===== src/rtl/jt1943_obj_busarb.sv =====
// Main-CPU side arbiter for the object DMA: halts the Z80 through BUSRQ/BUSAK, grants the
// shared object RAM to the object engine, and generates the OKOUT list-ready strobe.
module jt1943_obj_busarb #(
  parameter int TIMEOUT = 1023,
  parameter int ABW     = 13
) (
  input  logic           clk,
  input  logic           rst,
  input  logic           cen6,
  input  logic           cpu_cen,
  input  logic           bus_req,
  output logic           bus_ack,
  input  logic           blcnten,
  input  logic [ABW-1:0] obj_AB,
  output logic [7:0]     obj_DB,
  input  logic [ABW-1:0] cpu_AB,
  output logic [ABW-1:0] ram_addr,
  input  logic [7:0]     ram_dout,
  output logic           cpu_busrq_n,
  input  logic           cpu_busak_n,
  input  logic           okout_wr,
  output logic           OKOUT,
  output logic [8:0]     xfer_cnt,
  output logic           abort_err
);

  // state | meaning
  // IDLE  | Z80 owns the bus, waiting for a request on a cen6 tick
  // REQ   | BUSRQ asserted, waiting for BUSAK (timed out by the watchdog)
  // GRANT | object engine owns the RAM, bytes flow to obj_DB
  // REL   | grant withdrawn, BUSRQ held until the next cen6 tick
  localparam logic [1:0] IDLE  = 2'd0;
  localparam logic [1:0] REQ   = 2'd1;
  localparam logic [1:0] GRANT = 2'd2;
  localparam logic [1:0] REL   = 2'd3;

  logic [1:0] state;
  logic [9:0] timer;
  logic       ok_pend;

  // Watchdog is a down-counter: loaded on REQ entry, abort on terminal count after TIMEOUT clks
  always_ff @(posedge clk) begin
    if (rst) begin
      state     <= IDLE;
      timer     <= '0;
      obj_DB    <= '0;
      xfer_cnt  <= '0;
      abort_err <= 1'b0;
    end else begin
      case (state)
        IDLE: begin
          if (cen6 && bus_req) begin
            state    <= REQ;
            xfer_cnt <= '0;
            timer    <= 10'(TIMEOUT - 1);
          end
        end
        REQ: begin
          if (!bus_req) begin
            state <= REL;
          end else if (cpu_cen && !cpu_busak_n) begin
            state <= GRANT;
          end else if (timer == 10'd0) begin
            state     <= REL;
            abort_err <= 1'b1;
          end else begin
            timer <= timer - 10'd1;
          end
        end
        GRANT: begin
          obj_DB <= ram_dout;
          if (cen6 && blcnten && xfer_cnt != 9'd511) xfer_cnt <= xfer_cnt + 9'd1;
          if (!bus_req) state <= REL;
        end
        REL: begin
          if (cen6) state <= IDLE;
        end
        default: state <= IDLE;
      endcase
    end
  end

  // OKOUT spans exactly one cen6 period; writes while pending or pulsing are dropped
  always_ff @(posedge clk) begin
    if (rst) begin
      ok_pend <= 1'b0;
      OKOUT   <= 1'b0;
    end else begin
      if (okout_wr && !ok_pend && !OKOUT) ok_pend <= 1'b1;
      if (cen6) begin
        if (OKOUT) begin
          OKOUT <= 1'b0;
        end else if (ok_pend) begin
          OKOUT   <= 1'b1;
          ok_pend <= 1'b0;
        end
      end
    end
  end

  assign bus_ack     = (state == GRANT);
  assign cpu_busrq_n = (state == IDLE);
  assign ram_addr    = (state == GRANT) ? obj_AB : cpu_AB;

endmodule


===== config.mk =====
export PLATFORM = sky130hd
export DESIGN_NAME = jt1943_obj_busarb
export DESIGN_NICKNAME = d
export VERILOG_FILES = /design/src/rtl/jt1943_obj_busarb.sv
export SDC_FILE = /design/constraint.sdc
export NUM_CORES = 1
export LEC_CHECK = 0
export BUFFER_PORTS_ARGS = -buffer_cell sky130_fd_sc_hd__buf_2
export CAP_MARGIN = 30
export CORE_ASPECT_RATIO = 1.25
export CORE_MARGIN = 2
export CORE_UTILIZATION = 35
export CTS_CLUSTER_DIAMETER = 80
export DETAILED_ROUTE_END_ITERATION = 7
export PLACE_DENSITY_LB_ADDON = 0.2
export SYNTH_ARGS = -nofsm -noshare
export SYNTH_HDL_FRONTEND = slang
export SYNTH_SLANG_ARGS = --single-unit

===== constraint.sdc =====
create_clock -name clk -period 3.3 [get_ports clk]
set_clock_uncertainty 0.05 [all_clocks]
set_input_delay 0.165 -clock clk [delete_from_list [all_inputs] [get_ports clk]]
set_output_delay 0.165 -clock clk [all_outputs]
set_load 0.02 [all_outputs]

Word-level counts from Yosys, hierarchy flattened

Index checks and enable logic that the tools add are counted.

Add/sub/neg operators: 2
Multipliers: 0
Div/mod/pow operators: 0
Order comparisons: 0
Eq/ne operators: 12
Shifts and indexed selects: 0
Mux-type cells: 22
Bitwise logic cells: 1
Reduce and logical (&&, ||, !) cells: 17

Operator list:

| operator                                               | number |
|---|---|
| two-way mux 10 bit                                     | 4 |
| case mux 10 bit (2 select lines)                       | 1 |
| two-way mux 9 bit                                      | 2 |
| case mux 9 bit (2 select lines)                        | 1 |
| two-way mux 13 bit                                     | 1 |
| two-way mux 2 bit                                      | 6 |
| zero test 10 bit                                       | 1 |
| inequality test 2 bit (second input constant)          | 5 |
| subtractor 10 x 1 -> 10 bit (second input constant)    | 1 |
| adder 9 x 1 -> 9 bit (second input constant)           | 1 |
| inequality test 9 bit (second input constant)          | 1 |
| case mux 2 bit (4 select lines)                        | 1 |
| AND reduction 4 bit                                    | 2 |
| logical AND 1 bit                                      | 6 |
| two-way mux 1 bit                                      | 6 |
| AND reduction 5 bit                                    | 1 |
| == test 2 bit (second input constant)                  | 2 |
| inequality test 2 x 1 -> 1 bit (second input constant) | 2 |
| inequality test 4 bit (second input constant)          | 1 |
| nonzero test 2 bit                                     | 2 |
| zero test 1 bit                                        | 3 |
| AND reduction 3 bit                                    | 1 |
| == test 2 x 1 -> 1 bit (second input constant)         | 1 |
| zero test 2 bit                                        | 1 |
| NOT 1 bit                                              | 1 |

Register bits: 32
Latch bits: 0
RAM bits: 0
ROM bits: 0
Bits of input ports: 42
Word-level logic and storage cells: 61
Memories kept: 0

Depth between registers and ports, before layout

Gate-level depths: netlist (run 1).

Depth after elaboration: 7
Depth in mapped cells: 9

Worst setup path after synthesis (run 1)

Ideal clock, no wire load.

Path type: register -> register
Start: register state[0]
End: register xfer_cnt[3]
Setup time: 0.115 ns
Arrival time: 1.792 ns
Slack: 1.343 ns
Cell stages (with the launch flop): 9
Buffers on the path: 2
Clock period less this slack: 1.957 ns
Cell sequence: dfxtp_1 -> inv_1 -> ha_1 -> buf_4 -> mux2_1 -> o211ai_1 -> buf_2 -> nor3_1 -> o21a_1

Longest elaborated chain between the ends: 3
Elaborated cells on any way between the ends: 7

RTL lines:

| what                                                                                  | RTL line | RTL |
|---|---|---|
| start: declaration                                                                    | 37       | `logic [1:0] state;` |
| start signal: assignment                                                              | 44       | `state <= IDLE;` |
| start signal: assignment                                                              | 53       | `state <= REQ;` |
| start signal: assignment                                                              | 60       | `state <= REL;` |
| zero test 2 bit *                                                                     | --       |  |
| named net cpu_busrq_n                                                                 | 19       | `output logic cpu_busrq_n,` |
| inequality test 2 x 1 -> 1 bit (no source line) or nonzero test 2 bit (tied branches) | --       |  |
| AND reduction 3 bit (no source line)                                                  | --       |  |
| end signal: assignment                                                                | 72       | `if (cen6 && blcnten && xfer_cnt != 9'd511) xfer_cnt <= xfer_cnt + 9'd1;` |
| end: declaration                                                                      | 23       | `output logic [8:0] xfer_cnt,` |

Mark *: on every way through the listed nets, which the timed path passes. The rest lies on a longest branch.
A chain may end at the register's enable or synchronous reset.

Final worst setup path (run 1)

Start: register state[1]
End: register timer[8]

Longest elaborated chain between the ends: 3
Elaborated cells on any way between the ends: 9

RTL lines:

| what                                                                 | RTL line | RTL |
|---|---|---|
| == test 2 x 1 -> 1 bit or zero test 2 bit (tied branches)            | 50       | `case (state)` |
| inequality test 2 bit (no source line), or another cell as far along | --       |  |
| AND reduction 5 bit (no source line)                                 | --       |  |
| end signal: assignment                                               | 55       | `timer <= 10'(TIMEOUT - 1);` |
| end signal: assignment                                               | 67       | `timer <= timer - 10'd1;` |
| end: declaration                                                     | 38       | `logic [9:0] timer;` |

Parallel ways exist; a longest one is shown, timed or not.

==> results of run 1 <==
## tightest hold or removal path, cell delays in order
cell,delay (ns)
buf_2,0.07
mux2i_1,0.05
nor2_1,0.07
## stage by stage
step / std cells / setup slack [ns] / total power [W] / hold WS [ns] / util (%)
CTS: 343 / 0.973 / 0.00165 / 0.0640 / 46.3
floorplan: 209 / 1.34 / 0.00113 / 0.255 / -
global placement: 336 / 1.05 / 0.00131 / 0.352 / 44.4
finish: 343 / 0.947 / 0.00164 / 0.0660 / 46.3
global route: 343 / 0.786 / 0.00175 / 0.0686 / 46.3
detailed placement: 336 / 0.991 / 0.00131 / 0.361 / 44.4
## metal layers
metal,wire length (microns),up-vias
met3,201,7
met4,68,0
met5,0,-
met2,2430,44
met1,1930,856
li1,-,922
## logic make-up after synthesis
| kind of cell | count (synthesis) | synth area share (%) |
|---|---|---|
| AO/OA/AOI/OAI | 53 | 20.6 |
| adder cells (fa/ha/maj) | 7 | 4.64 |
| buffers and inverters | 22 | 5.71 |
| flip-flops | 32 | 34.0 |
| multiplexers | 25 | 14.2 |
| AND/OR/NAND/NOR | 70 | 20.9 |
## power groups by stage
stage	Combinational, W	Sequential (W)	Clock (W)
6_report	0.000786	0.000522	0.000332
5_1_grt	0.000857	0.000532	0.000357
4_1_cts	0.000786	0.000520	0.000340
3_5_place_dp	0.000781	0.000530	0
3_3_place_gp	0.000778	0.000528	0
2_1_floorplan	0.000604	0.000528	0
## worst max-delay path by stage
stage | from | endpoint | slack, ns | cells past startpoint
3_5_place_dp | state[1] | timer[8] | 0.99 | 6
5_1_grt | xfer_cnt[0] | xfer_cnt[5] | 0.79 | 8
3_3_place_gp | state[1] | timer[7] | 1.05 | 6
4_1_cts | state[1] | timer[8] | 0.97 | 6
2_1_floorplan | state[0] | xfer_cnt[3] | 1.34 | 8
6_report | state[1] | timer[8] | 0.95 | 6
## layout make-up
cell class / count / area share, %
inverters: 9 / 1.42
well taps: 62 / 3.25
clock buffers: 7 / 4.04
flip-flops and latches: 32 / 26.9
repair buffers: 78 / 16.7
multi-input cells: 155 / 47.7
## sequential cells by signal (all words and copies together) (netlist names)
| register | flops |
|---|---|
| timer | 10 |
| obj_DB | 8 |
| state | 2 |
| ok_pend | 1 |
| abort_err | 1 |
| xfer_cnt | 9 |
| OKOUT | 1 |
## layout by cell type, fill, tap and decap left out, types with 2 or more instances in the layout
cell       n
buf_2     75
dfxtp_1   32
nor2_1    21
mux2_2    13
a21oi_1   12
mux2i_1   11
nand2_1   10
inv_1      9
a31oi_1    8
ha_1       7
clkbuf_8   7
nand3_1    5
a311oi_1   5
or3_1      4
o21ai_1    4
nand4_1    3
o31ai_1    3
or4_1      3
nor3_1     3
o21ai_0    3
nand2b_1   3
buf_4      3
nor2b_1    2
o211ai_1   2
or2_2      2
o21a_1     2
a311oi_2   2
or2b_1     2
a211oi_1   2
==> metrics.md, run 1 <==
| Metric | Value |
|---|---|
| Sw Ratio | `41.1%` |
| Clk Latency, worst-skew pair | `0.29 ns` |
| Post_cts resized | `0` |
| DRC errors left | `0` |
| Worst hold path type | `primary input to flip-flop` |
| Top cell type by total area after synthesis | `dfxtp_1` |
| Crit end category | `flip-flop` |
| Synthesized cell area | `0.00189 sq mm` |
| Core Footprint | `0.00515 sq mm` |
| Total net switching power | `0.000674 W` |
| CP Launch Type | `flip-flop` |
| Post-synth EDFFs | `0` |
| Pin count of the biggest net entering global routing | `31` |
| Hold_buf cts | `0` |
| Slew @ Worst Pin | `0.871 ns` |
| Tcrit/Tclk final | `71.3%` |
| Die Ht | `86.1 microns` |
| GRT Resource Usage Total | `15.1%` |
| Reg2reg start | `state[1]` |
| Initial Utilization | `36.6%` |
| Slew HR | `41.7%` |
| Final Hold Vio Count | `0` |
| Clock H-tree levels | `2` |
| Hold_sp | `ram_dout[0]` |
| First-pass GRT wire length | `7330 microns` |
| Max frequency | `425 MHz` |
| Antenna diode count | `0` |
| Post CTS Setup Buffer Count | `0` |
| Critical-path cell list | `inv_1, ha_1, mux2i_1, a211oi_2, and3_1, a311oi_1` |
| Area share of the largest cell type after synthesis | `34.0%` |
| Leakage power | `1.02 nW` |
| Final nets | `330` |
| M1 GR Usage | `16.8%` |
| Internal | `0.000966 W` |
| Global route total overflow | `0` |
| Minimum clock period after layout | `2.35 ns` |
| Root Buffer | `clkbuf_8` |
| Worst Hold Path EP | `obj_DB[0]` |
| IO Pins | `76` |
| Synth Net Count | `258` |
| Routed WL | `4630 microns` |
| Final Max Slew Viols | `0` |
| Worst-path maximum fanout | `15` |
| Post-synth ARST share | `0%` |
| Synth Flop Type | `dfxtp_1` |
| IO buf count | `75` |
| Unrepaired setup endpoints after global routing | `no` |
| MaxCap Viol Count | `0` |
| Final setup TNS | `0 ns` |
| Number of global-route vias before repair | `1629` |
| Reg2reg path depth | `6` |
| DR iter-0 viols | `132` |
| Post-DR wirelength/cell | `13.5 microns` |
| # rows | `29` |
| Via density | `5.33` |
| Grt met3 use | `3.88%` |
| Run status | `finished clean` |
| Drt pass-1 iters | `4` |
| Dpl cell area | `0.00229 sq mm` |
| CP arrival | `2.45 ns` |
| Number of clock sinks | `32` |
| Most common cell in the synthesized netlist | `dfxtp_1` |
| Top area cells in the synthesized netlist | `dfxtp_1 (34%), mux2_2 (7.8%), mux2i_1 (5.8%), ha_1 (4.6%), nor2_1 (4.2%)` |
| Share of layout cells above drive strength 1 | `39.5%` |
| Setup violations, final | `0` |
| Fillers | `523` |
| Syn Inst Count | `209` |
| Critical path class | `flip-flop to flip-flop` |
| Top cells by instance count after synthesis | `dfxtp_1 (32), nor2_1 (21), mux2_2 (13)` |
| Finished Cell Area | `0.00238 sq mm` |
| Final ANT Viol Nets | `0` |
| Hold Crit Depth | `3` |
| Pwr Density | `688 mW/mm^2` |
| Netlist cell types | `54` |
| Family with the most delay on the worst path | `compound AO/OA/AOI/OAI gates` |
| CP peak stage delay | `0.50 ns` |
| CTS Buf Count | `5` |
| Clock transition at path regs | `0.07 ns` |
| Post-DP HPWL | `3400 microns` |
| Chip width | `69.7 microns` |
| Area occupied by multi-input gates | `0.00114 sq mm` |
| FF-to-FF End | `timer[8]` |
| Gr busiest metal | `met2` |
| Register Area | `641 sq um` |
| Vias | `1829` |
| Synth warn | `0` |
| Initial antenna violation count | `0` |
| Met2 usage | `27.5%` |
| Worst vdd ir | `230 uV` |
| P&R area growth vs syn | `26.4%` |
| Crit path buf inv count | `1` |
| Clock Power Share | `20.2%` |
| TritonCTS clock tree | `done` |
| Seq pwr share | `31.8%` |
| R2r setup slk | `0.95 ns` |
| Syn avg cell area | `9.02 sq um` |
| Synthesis-stage register bit count | `32` |
| Maximum clock insertion buffer count | `2` |
| Comb pwr share | `47.9%` |
| CP max-delay cell | `a211oi_2` |
| Final Wtd Congestion | `0.767` |
| Seq/Total Area, Yosys | `34.0%` |
| Req. time, crit path | `3.40 ns` |
| Die area | `0.00599 sq mm` |
Note: power is estimated with default switching activity, not from simulation.
==> inputs of run 2 (changes only) <==
- ABC_AREA: not set -> 1
- clock period: 3.3 -> 2.45 ns (I/O delays scaled with it)
==> run 2 against run 1 <==
Against the previous run: area after synthesis fell by 1.9%; clock power grew 26%; cell count rose by 26%; utilization grew 0.29 points; hold slack got worse by 0.045 ns; combinational power is 88% higher; synthesized cell count is 41% higher; global-route usage rose by 1.9 points; power is 64% higher; non-clock buffer count shrank 1; count of clock-buffer cells in the layout is 1 higher; highest routed layer unchanged.
==> metrics.md, run 2 <==
| Metric | Value |
|---|---|
| Run status | `finished clean` |
| Final ANT Viol Nets | `0 (unchanged)` |
| Most frequent CP cell | `inv_1` |
| DR iter-0 viols | `112 (-15%)` |
| Final nets | `418 (+27%)` |
| Most common cell in the synthesized netlist | `nand2_1` |
| Worst vdd ir | `457 uV (+99%)` |
| Die area | `0.00589 sq mm (-1.8%)` |
| IO buf count | `75 (unchanged)` |
| Pwr Density | `1140 mW/mm^2 (+65%)` |
| Synth warn | `0 (unchanged)` |
| Critical path class | `flip-flop to flip-flop` |
| Initial Utilization | `36.4% (-0.17 points)` |
| Most common cell after layout, fill and taps aside | `nand2_1` |
| Setup violations, final | `0 (unchanged)` |
| Post CTS Setup Buffer Count | `0 (unchanged)` |
| GRT Resource Usage Total | `17.0% (+1.9 points)` |
| Maximum clock insertion buffer count | `2 (unchanged)` |
| Chip width | `69.0 microns (-0.88%)` |
| Core Footprint | `0.00508 sq mm (-1.4%)` |
| Req. time, crit path | `2.61 ns (-0.79 ns)` |
| Drt pass-1 iters | `4 (unchanged)` |
| Netlist cell types | `25 (-54%)` |
| CP peak stage delay | `0.46 ns (-0.04 ns)` |
| Final design utilization | `46.6% (+0.29 points)` |
| Finished Cell Area | `0.00236 sq mm (-0.79%)` |
| Post-synth ARST share | `0% (unchanged)` |
| Largest register FFs | `10 (unchanged)` |
| Top area cells in the synthesized netlist | `dfxtp_1 (35%), nand2_1 (20%), nor2_1 (8.5%), nand3_1 (6.8%), inv_1 (5.1%)` |
| Dpl cell area | `0.00227 sq mm (-0.55%)` |
| Post-DP HPWL | `3640 microns (+6.8%)` |
| Syn avg cell area | `6.29 sq um (-30%)` |
| Number of clock sinks | `32 (unchanged)` |
| Clk Latency, worst-skew pair | `0.27 ns (-0.02 ns)` |
| Post-synth EDFFs | `0 (unchanged)` |
| First-pass GRT wire length | `8440 microns (+15%)` |
| Tcrit/Tclk final | `84.5% (+13 points)` |
| Critical-path cell list | `inv_1, ha_1, nand3_1, a21boi_4, nand2_2, inv_1, nand2_1, a21oi_1` |
| Slew HR | `65.4% (+24 points)` |
| # rows | `29 (unchanged)` |
| Number of global-route vias before repair | `1988 (+22%)` |
| Top cells by instance count after synthesis | `nand2_1 (98), nor2_1 (42), dfxtp_1 (32)` |
| Seq/Total Area, Yosys | `34.6% (+0.64 points)` |
| Post_cts resized | `0 (unchanged)` |
| Slew @ Worst Pin | `0.514 ns (-0.357 ns)` |
| Minimum clock period after layout | `2.07 ns (-0.283 ns)` |
| MaxCap Viol Count | `0 (unchanged)` |
| Post-DR wirelength/cell | `11.0 microns (-18%)` |
| Leakage power | `1.21 nW (+18%)` |
| Clock transition at path regs | `0.07 ns (about the same)` |
| Routed WL | `4770 microns (+3.0%)` |
| Syn Inst Count | `294 (+41%)` |
| Via density | `4.80 (-10%)` |
| CP Launch Type | `flip-flop` |
| DRC errors left | `0 (unchanged)` |
| CTS Buf Count | `5 (unchanged)` |
| Synthesis-stage register bit count | `32 (unchanged)` |
| Vias | `2074 (+13%)` |
| Synthesized cell area | `0.00185 sq mm (-1.9%)` |
| Root Buffer | `clkbuf_8` |
| Clock H-tree levels | `2 (unchanged)` |
| Global route total overflow | `0 (unchanged)` |
| Hold_buf cts | `0 (unchanged)` |
| Crit end category | `flip-flop` |
| Family with the most delay on the worst path | `simple AND/OR/NAND/NOR gates` |
| Final Hold Vio Count | `0 (unchanged)` |
| Reg2reg start | `state[1]` |
| Top cell type by total area after synthesis | `dfxtp_1` |
| Initial antenna violation count | `0 (unchanged)` |
| Hold_sp | `ram_dout[6]` |
| Max frequency | `483 MHz (+14%)` |
| Area share of the largest cell type after synthesis | `34.6% (+0.64 points)` |
| Most frequent cells in the layout | `nand2_1 (98), buf_2 (75), nor2_1 (42)` |
| Share of layout cells above drive strength 1 | `25.1% (-14 points)` |
| Worst hold path type | `primary input to flip-flop` |
| Pin count of the biggest net entering global routing | `26 (-16%)` |
| Largest Register | `timer` |
| Crit path buf inv count | `2 (+1)` |
| IO Pins | `76 (unchanged)` |
| Final setup TNS | `0 ns (unchanged)` |
| CP arrival | `2.23 ns (-0.22 ns)` |
| Antenna diode count | `0 (unchanged)` |
| Critical path launch point | `state[1]` |
| Synth Net Count | `343 (+33%)` |
| Final Wtd Congestion | `0.828 (+8.0%)` |
| CP max-delay cell | `ha_1` |
| Top flop regs | `timer: 10 flops, xfer_cnt: 9 flops, obj_DB: 8 flops` |
| Synth Flop Type | `dfxtp_1` |
| Die Ht | `85.3 microns (-0.89%)` |
| Unrepaired setup endpoints after global routing | `no` |
| Final Max Slew Viols | `0 (unchanged)` |
| Worst-path maximum fanout | `13 (-2)` |
| P&R area growth vs syn | `27.8%` |
| TritonCTS clock tree | `done` |
==> run 2: cell families (layout without fill, tap and decap cells) <==
kind of cell | count (synthesis) | in the layout | synth area share, %
adder cells (fa/ha/maj) | 7 | 7 | 4.73
AND/OR/NAND/NOR | 182 | 182 | 41.7
buffers and inverters | 36 | 112 | 7.84
flip-flops | 32 | 32 | 34.6
XOR/XNOR | 1 | 1 | 0.473
AO/OA/AOI/OAI | 36 | 36 | 10.6
==> run 2: area by class of cell <==
type / instances / area (sq um)
Fill cell: 550 / 2720
Multi-Input combinational cell: 226 / 1060
Clock buffer: 8 / 90.1
Inverter: 27 / 101
Timing Repair Buffer: 77 / 390
Sequential cell: 32 / 641
Tap cell: 62 / 77.6
==> run 2: through the flow <==
step                setup slack, ns  hold WS (ns)  cells  total power, W
global placement              0.490         0.295    424         0.00227
CTS                           0.374        0.0170    432         0.00271
finish                        0.380        0.0214    432         0.00269
global route                  0.164        0.0307    432         0.00296
detailed placement            0.387         0.305    424         0.00228
floorplan                     0.624         0.142    294         0.00193
==> run 2: path summary, 6_finish.rpt <==
check | to | slack [ns] | cells after the start
hold / removal | obj_DB[6] | 0.02 | 3
setup / recovery | timer[7] | 0.38 | 8
hold reg to reg | abort_err | 0.41 | 1
setup reg to reg | timer[7] | 0.38 | 8
==> run 2: tightest hold or removal path: stages <==
cell    delay, ns
buf_2        0.08
nor2_1       0.03
nor2_1       0.08
==> run 2: metal layers <==
layer | track usage, % | vias to the layer above | part of all wire [%]
li1 | - | 1083 | -
met1 | 18.8 | 914 | 42
met2 | 31.6 | 67 | 50
met3 | 4.04 | 10 | 5.2
met4 | 5.70 | 0 | 2.0
met5 | 0 | - | 0
==> run 2: where the power goes <==
group          switching, W  internal (W)
logic              0.000974      0.000502
registers          0.000131      0.000664
clock network      0.000188      0.000229
total               0.00129       0.00140
